===== src/rtl/bdram_port_master.sv =====
// rtl/bdram_port_master.sv - load/store unit to single-port block RAM initiator bridge
//
// Purpose: accepts one byte/half/word load or store per handshake, drives the
// RAM port combinationally in the accept cycle, captures the RAM's registered
// read word one cycle later and returns a held, lane-extracted response.
// Misaligned or illegal-size requests are flagged and never written.
//
// Ports:
//   clk_i, rst_i        clock, asynchronous active-high reset
//   req_*_i/req_ready_o request handshake (we, size, unsigned, addr, wdata)
//   resp_*_o/resp_ready_i response handshake (rdata, err), held until consumed
//   ram_*_o, ram_rdata_i RAM port (enable, byte write enables, word addr, data)

module bdram_port_master #(
  parameter int ADDR_W = 17
) (
  input  logic              clk_i,
  input  logic              rst_i,
  input  logic              req_valid_i,
  output logic              req_ready_o,
  input  logic              req_we_i,
  input  logic [1:0]        req_size_i,
  input  logic              req_unsigned_i,
  input  logic [31:0]       req_addr_i,
  input  logic [31:0]       req_wdata_i,
  output logic              resp_valid_o,
  input  logic              resp_ready_i,
  output logic [31:0]       resp_rdata_o,
  output logic              resp_err_o,
  output logic              ram_en_o,
  output logic [3:0]        ram_we_o,
  output logic [ADDR_W-1:0] ram_addr_o,
  output logic [31:0]       ram_wdata_o,
  input  logic [31:0]       ram_rdata_i
);

  typedef enum logic [1:0] {
    IDLE = 2'd0,
    CAPT = 2'd1,
    RESP = 2'd2
  } state_t;

  state_t            state_q, state_d;
  logic [ADDR_W-1:0] addr_q;
  logic [1:0]        off_q;
  logic [1:0]        size_q;
  logic              we_q;
  logic              uns_q;
  logic              err_q;
  logic              resp_valid_q, resp_valid_d;
  logic [31:0]       resp_rdata_q, resp_rdata_d;
  logic              resp_err_q, resp_err_d;

  logic              accept;
  logic              req_err;
  logic [3:0]        mask;
  logic [7:0]        byte_lane;
  logic [15:0]       half_lane;

  // Byte-address bits above the RAM window are intentionally ignored.
  logic unused_addr_hi;
  assign unused_addr_hi = ^req_addr_i[31:ADDR_W+2];

  assign req_ready_o = (state_q == IDLE) && !rst_i;
  assign accept      = req_valid_i && req_ready_o;

  assign req_err = (req_size_i == 2'd3)
                 | ((req_size_i == 2'd1) && req_addr_i[0])
                 | ((req_size_i == 2'd2) && (req_addr_i[1:0] != 2'b00));

  always_comb begin
    mask        = 4'b0000;
    ram_wdata_o = req_wdata_i;
    case (req_size_i)
      2'd0: begin
        mask        = 4'b0001 << req_addr_i[1:0];
        ram_wdata_o = {4{req_wdata_i[7:0]}};
      end
      2'd1: begin
        mask        = 4'b0011 << req_addr_i[1:0];
        ram_wdata_o = {2{req_wdata_i[15:0]}};
      end
      2'd2: mask = 4'b1111;
      default: mask = 4'b0000;
    endcase
  end

  assign ram_en_o = accept;
  assign ram_we_o = (accept && req_we_i && !req_err) ? mask : 4'b0000;
  // Once a request is in flight the registered word address keeps ram_rdata stable.
  assign ram_addr_o = (state_q == IDLE) ? req_addr_i[ADDR_W+1:2] : addr_q;

  assign byte_lane = 8'(ram_rdata_i >> {off_q, 3'b000});
  assign half_lane = off_q[1] ? ram_rdata_i[31:16] : ram_rdata_i[15:0];

  always_comb begin
    state_d      = state_q;
    resp_valid_d = resp_valid_q;
    resp_rdata_d = resp_rdata_q;
    resp_err_d   = resp_err_q;
    case (state_q)
      IDLE: begin
        if (accept) state_d = CAPT;
      end
      CAPT: begin
        resp_valid_d = 1'b1;
        resp_err_d   = err_q;
        resp_rdata_d = 32'h0;
        if (!we_q && !err_q) begin
          case (size_q)
            2'd0:    resp_rdata_d = uns_q ? {24'h0, byte_lane} : {{24{byte_lane[7]}}, byte_lane};
            2'd1:    resp_rdata_d = uns_q ? {16'h0, half_lane} : {{16{half_lane[15]}}, half_lane};
            default: resp_rdata_d = ram_rdata_i;
          endcase
        end
        state_d = RESP;
      end
      RESP: begin
        if (resp_ready_i) begin
          resp_valid_d = 1'b0;
          state_d      = IDLE;
        end
      end
      default: state_d = IDLE;
    endcase
  end

  always_ff @(posedge clk_i or posedge rst_i) begin
    if (rst_i) begin
      state_q      <= IDLE;
      resp_valid_q <= 1'b0;
      resp_rdata_q <= 32'h0;
      resp_err_q   <= 1'b0;
    end else begin
      state_q      <= state_d;
      resp_valid_q <= resp_valid_d;
      resp_rdata_q <= resp_rdata_d;
      resp_err_q   <= resp_err_d;
    end
  end

  always_ff @(posedge clk_i or posedge rst_i) begin
    if (rst_i) begin
      addr_q <= '0;
      off_q  <= 2'b00;
      size_q <= 2'b00;
      we_q   <= 1'b0;
      uns_q  <= 1'b0;
      err_q  <= 1'b0;
    end else if (accept) begin
      addr_q <= req_addr_i[ADDR_W+1:2];
      off_q  <= req_addr_i[1:0];
      size_q <= req_size_i;
      we_q   <= req_we_i;
      uns_q  <= req_unsigned_i;
      err_q  <= req_err;
    end
  end

  assign resp_valid_o = resp_valid_q;
  assign resp_rdata_o = resp_rdata_q;
  assign resp_err_o   = resp_err_q;

endmodule


===== config.mk =====
export PLATFORM = sky130hd
export DESIGN_NAME = bdram_port_master
export DESIGN_NICKNAME = d
export VERILOG_FILES = /design/src/rtl/bdram_port_master.sv
export SDC_FILE = /design/constraint.sdc
export NUM_CORES = 1
export LEC_CHECK = 0
export ABC_CLOCK_PERIOD_IN_PS = 2850
export CAP_MARGIN = 10
export CORE_MARGIN = 1.5
export CORE_UTILIZATION = 39
export CTS_BUF_LIST = sky130_fd_sc_hd__clkbuf_8
export DETAILED_ROUTE_END_ITERATION = 8
export PLACE_DENSITY = 0.92
export SLEW_MARGIN = 20
export SYNTH_ARGS = -nofsm -noshare
export SYNTH_HDL_FRONTEND = slang
export SYNTH_SLANG_ARGS = --single-unit

===== constraint.sdc =====
create_clock -name clk_i -period 2.85 [get_ports clk_i]
set_input_delay 0.855 -clock clk_i [delete_from_list [all_inputs] [get_ports clk_i]]
set_output_delay 0.855 -clock clk_i [all_outputs]
set_load 0.1 [all_outputs]

## Yosys cells after proc, flatten, opt, wreduce, memory -nomap -nowiden

Index checks and enable logic that the tools add are counted.

- Add/subtract/negate cells: 0
- $mul: 0
- Divide/modulo/power cells: 0
- Magnitude comparators: 0
- Equality and inequality tests: 8
- Shift operators: 3
- Muxes and demuxes: 14
- Bitwise gates (word level): 2
- Reductions and logical operators: 18

Operators with widths:

| cell | number |
|---|---|
| $pmux 32 s2 | 2 |
| $mux 32 | 3 |
| $shr 32x5->8 | 1 |
| $mux 17 | 1 |
| $mux 16 | 1 |
| $pmux 4 s3 | 1 |
| $logic_and 1x1->1 | 7 |
| $eq 2x1->1 const B | 3 |
| $eq 2x2->1 const B | 3 |
| $logic_not 2->1 | 3 |
| $pmux 2 s3 | 1 |
| $logic_not 1->1 | 4 |
| $mux 2 | 2 |
| $mux 4 | 1 |
| $ne 2x2->1 const B | 2 |
| $reduce_and 2->1 | 2 |
| $reduce_bool 2->1 | 2 |
| $shl 1x2->4 const A | 1 |
| $shl 2x2->4 const A | 1 |
| $or 1x1->1 | 2 |
| $pmux 1 s2 | 1 |
| $mux 1 | 1 |

- Bits in registers: 60
- Latch bits: 0
- Memory bits (writable): 0
- Memory bits (read-only): 0
- Input port bits: 104
- Output and inout bits: 89
- Logic and storage cells: 55
- Memories kept: 0

## Longest topological paths before layout

- Word-level depth: 7
- Mapped depth: 6
- Depth with buffers taken out: 4

## Worst setup path before layout

No wires, ideal clock.

- Path kind: in2out
- Start point: input port rst_i
- End point: output port ram_we_o[0]
- Arrival: 8315 ps
- Data required time: 1995 ps
- Slack: -6320 ps
- Stages: 5
- Path buffers: 1
- Cell sequence: nor3_1 > and2_1 > buf_2 > nand2_1 > a2111oi_0

- Word-level cells in the longest chain between the ends: 6

RTL lines:

| item | line | RTL |
|---|---|---|
| from (decl) | 18 | `input logic rst_i,` |
| $logic_not 1->1 (no source line) | n/a |  |
| $logic_and 1x1->1 | 64 | `assign req_ready_o = (state_q == IDLE) && !rst_i;` |
| $logic_and 1x1->1 | 65 | `assign accept = req_valid_i && req_ready_o;` |
| $logic_and 1x1->1 (2 in series) | 89 | `assign ram_we_o = (accept && req_we_i && !req_err) ? mask : 4'b0000;` |
| $mux 4 | 89 |  |
| to (decl) | 31 | `output logic [3:0] ram_we_o,` |

Every way passes these cells.

## Final worst setup path

- Start point: input port req_addr_i[0]
- End point: output port ram_we_o[0]

- Word-level cells in the longest chain between the ends: 6
- Elaborated cells on any way between the ends: 11
- Classes of those cells: 2 x shift; 2 x mux; 2 x bitwise; 5 x reduce/logical

RTL lines:

| item | line | RTL |
|---|---|---|
| from (decl) | 24 | `input logic [31:0] req_addr_i,` |
| $logic_and 1x1->1 or $reduce_bool 2->1 (tied branches) | 68, 69 |  |
| $or 1x1->1 or $logic_and 1x1->1 (tied branches) | 68, 69 |  |
| $or 1x1->1 | 69 | `\| ((req_size_i == 2'd2) && (req_addr_i[1:0] != 2'b00));` |
| $logic_not 1->1 | 89 |  |
| $logic_and 1x1->1 | 89 |  |
| $mux 4 (*) | 89 |  |

Every way passes the cells marked *; elsewhere a longest branch is shown, timed or not.

==> results.txt <==
* Result of the run: complete, no violations
* Synthesized flop and latch total: 60
- Crit path max fanout: 5
- In this run, flip-flops and latches consume 23.4% of the power.
- CTS sink count: 60
- Number of CTS-inserted buffers: 9
- Time the worst path needs with I/O delays and setup: 2.82 ns
- Hold crit path type: reg -> reg
* Worst EP arrival: 1.96 ns
* Final number of hold-violating endpoints: 0
- Yosys top cell area share: 44.7%
* Remaining Overflow, GRT: 0
- Fillers: 499
* Setup crit end: ram_we_o[0]
* Number of nets in the layout: 613
* DP HPWL: 8960 microns
- TritonCTS built the clock tree.
* Wirelength per Cell: 18.6 microns
* Leakage Power: 2.76 nW
* Data required time of the worst path: 2.00 ns
- The first global-routing pass estimated 18100 microns of wire.
* Transition at the pin with the smallest max-transition slack: 0.864 ns
* Antenna-violating nets left: 0
* CTS root buf: sky130_fd_sc_hd__clkbuf_8
- Antenna diode count: 0
- The number of buffers and inverters on the critical path is 4.
* Critical path's largest stage delay: 0.36 ns
- R2r worst-path depth: 5
* Proportion of power drawn by the clock network: 13.7%
- Net switching is 53.6% of the power.
- The critical path goes through clkdlybuf4s15_2 -> buf_4 -> buf_4 -> a2111oi_4 -> buf_12.
* Leading register cell type out of synthesis: sky130_fd_sc_hd__dfrtp_1
* Leading cell types by count after synthesis: sky130_fd_sc_hd__dfrtp_1 (60), sky130_fd_sc_hd__mux2_2 (58), sky130_fd_sc_hd__o21ai_0 (33)
- The first routing iteration left 197 violations.
* Number of H-tree levels: 3
- The critical path is of the in -> out type.
* Worst Clk Skew: 0.00863 ns
- Initial antenna violation count: 0
- R2R Path End: resp_rdata_o[22]$_DFFE_PP0P_
* Placer Congestion: 0.824
- Share of synthesized area occupied by flip-flops and latches: 44.7%
- The analysis attributes to net switching a power of 3.05 mW.
* Post-detailed-placement cell area: 6030 sq um
- Vias per cell: 5.52
- After synthesis, the mean cell area works out to 10.8 sq um.
* Max Cap Viol: 0
- Global routing used 26.3% of the available tracks across all layers.
- Overall via count from detail_route: 3416
- Number of instances in the placed design: 600
- The die covers 9180 sq um.
* Pin count of the biggest net entering global routing: 38
- Die width: 95.8 microns
- Final wirelength: 11500 microns
- The worst setup path is captured at an output pin.
* Setup slack of the most critical reg-to-reg path: 0.80 ns
* Initial Utilization: 40.5%
- Origin of the critical flop-to-flop path: off_q[1]$_DFFE_PP0N_
- In the synthesized netlist the async set-or-reset flop fraction comes to 100%.
- Setup repair after global routing could not meet its margin everywhere.
- Power spread over the standard cell area amounts to 908 nW/um^2.
- The region available for standard cell placement spans 8300 sq um.
- Vertical die dimension: 95.8 microns
- Number of buffers inserted for hold repair after clock tree synthesis: 0
- Synth Net Count: 414
- DRC viols: 0
* Input/output buffers: 179
* Clock edge transition at the registers on the reported setup and hold paths: 0.06 ns
- sky130_fd_sc_hd__dfrtp_1 takes more of the synthesized area than any other cell.
- Of the cells placed in the final design, the portion with a size suffix greater than 1 is 44.4%.
* Detailed-router iteration count before antenna repair: 4
- In this run, synthesis inferred 0 flip-flops with an integrated enable.
- Setup-failing EPs final: 0
- Counting every instance in the synthesized netlist gives 310.
* Final std cells w/o fill: 619
- Final slew viol count: 0
* Max Root-Sink Buffers: 2
- Number of distinct library cells after synthesis: 39
- Top area cells in the synthesized netlist: sky130_fd_sc_hd__dfrtp_1 (45%), sky130_fd_sc_hd__mux2_2 (19%), sky130_fd_sc_hd__o21ai_0 (4.9%)
- From synthesis to final layout, the design area changed by 86.5%.
- Total number of yosys warnings: 0
- Maximum clock frequency: 0.355 GHz
- Worst-skew pair later-pin latency: 0.34 ns
* Library cell contributing the largest single delay on the critical path: sky130_fd_sc_hd__a2111oi_4
* Power Internal: 2.64 mW
- Critical Path Source: req_addr_i[0]
- Element type at the critical path start: primary input
- Cell Area, Synth: 3360 sq um
* Dominant cell by count in the synthesized netlist: sky130_fd_sc_hd__dfrtp_1
* Instance count on the critical path: 5
- Final worst path period share: 98.9%
* Final Instance Area: 6260 sq um
- The worst-case IR drop observed on VDD is 0.436 mV.
- Combinational cells account for 62.9% of the total power.
- Cell type with the highest occurrence count on the critical path: sky130_fd_sc_hd__buf_4
- The number of global-route vias before repair is 3626.
- Headroom to the max-slew limit came out at 42.3%.
* Crit-path leading delay family: buffers and inverters
- The floorplan has 33 rows.
- IO Count: 193
[registers in the layout, summed over array words and instances (netlist names), 2 cells and up]
signal,flops
addr_q,17
resp_rdata_o,32
size_q,2
state_q,2
off_q,2
[tightest hold or removal path, delay by kind of cell (launching register included)]
family           cells  cell delay, ns
AND/OR/NAND/NOR      1            0.05
AO/OA/AOI/OAI        1            0.06
flip-flops           1            0.35
[worst min path at each step]
stage                                 startpoint                           end  slack (ns)  depth (start not counted)
floorplan                  addr_q[0]$_DFFE_PP0N_         addr_q[0]$_DFFE_PP0N_        0.48                          1
global placement          resp_err_o$_DFFE_PP0P_        resp_err_o$_DFFE_PP0P_        0.47                          2
detailed placement  resp_rdata_o[15]$_DFFE_PP0P_  resp_rdata_o[15]$_DFFE_PP0P_        0.48                          2
CTS                       resp_err_o$_DFFE_PP0P_        resp_err_o$_DFFE_PP0P_        0.50                          2
global route               addr_q[9]$_DFFE_PP0N_         addr_q[9]$_DFFE_PP0N_        0.52                          1
finish                    resp_err_o$_DFFE_PP0P_        resp_err_o$_DFFE_PP0P_        0.49                          2
[stage by stage]
| stage | hold slack, ns | util, % | total power [mW] | setup TNS, ns | setup WS (ns) |
|---|---|---|---|---|---|
| finish | 0.495 | 75.5 | 5.69 | 0 | 0.0328 |
| CTS | 0.497 | 75.5 | 5.71 | 0 | 0.00101 |
| floorplan | 0.477 | - | 3.84 | -4.62 | -1.37 |
| global route | 0.522 | 75.5 | 5.91 | -0.00118 | -0.00118 |
| global placement | 0.468 | 72.7 | 4.84 | -3.95 | -0.379 |
| detailed placement | 0.481 | 72.7 | 4.91 | -4.68 | -0.447 |
[power groups by stage]
stage                     Clock (mW)  Combinational (mW)  Sequential (mW)
after global routing           0.838                3.71             1.37
after global placement             0                3.52             1.32
final                          0.777                3.58             1.33
after floorplan                    0                1.34             2.51
after CTS                      0.788                3.59             1.33
after detailed placement           0                3.57             1.34
[layout make-up]
type / instances / area, sq um / area share (%)
Tap cell: 105 / 131 / 2.10
Clock inverter: 5 / 51.3 / 0.819
Inverter: 7 / 26.3 / 0.419
Multi-Input combinational cell: 214 / 1850 / 29.6
Timing Repair Buffer: 217 / 2550 / 40.7
Sequential cell: 60 / 1500 / 24.0
Clock buffer: 11 / 151 / 2.42
[cells in the final DEF (no fill, tap or decap), types with 3 or more instances in the layout]
cell type,n
sky130_fd_sc_hd__a221o_1,16
sky130_fd_sc_hd__a221oi_1,4
sky130_fd_sc_hd__a222oi_1,3
sky130_fd_sc_hd__a32o_1,4
sky130_fd_sc_hd__and3_1,4
sky130_fd_sc_hd__buf_12,57
sky130_fd_sc_hd__buf_4,69
sky130_fd_sc_hd__clkbuf_8,11
sky130_fd_sc_hd__clkdlybuf4s50_1,83
sky130_fd_sc_hd__dfrtp_1,60
sky130_fd_sc_hd__inv_1,6
sky130_fd_sc_hd__mux2_2,58
sky130_fd_sc_hd__mux2i_1,12
sky130_fd_sc_hd__nand2_1,27
sky130_fd_sc_hd__nand2b_1,6
sky130_fd_sc_hd__nor2_1,7
sky130_fd_sc_hd__nor3_1,3
sky130_fd_sc_hd__nor3_4,3
sky130_fd_sc_hd__o211ai_1,4
sky130_fd_sc_hd__o21ai_0,25
sky130_fd_sc_hd__o21ai_4,8
[routing by layer]
metal | routed length, microns | global-route usage [%] | vias up
met2 | 5990 | 46.2 | 184
met5 | 0 | 0 | -
met3 | 1110 | 9.40 | 37
li1 | - | - | 1557
met1 | 3980 | 27.5 | 1638
met4 | 440 | 13.1 | 0
[logic make-up after synthesis]
| group | share of synthesized area [%] |
|---|---|
| and+or+nand+nor | 9.91 |
| AOI/OAI and AO/OA | 16.7 |
| muxes | 23.0 |
| xor gates and xnor gates | 0.261 |
| DFF | 44.7 |
| buffers and inverters | 5.40 |
[timing repair]
item / 4_1_cts / 5_1_grt
gates resized for setup: 17 / 4
setup endpoints to repair: 21 / 5
buffers inserted: 3 / 0
endpoints found under the hold margin: 0 / 0
pin swaps: 8 / 1
No activity file was read; power rests on OpenSTA's default activity.
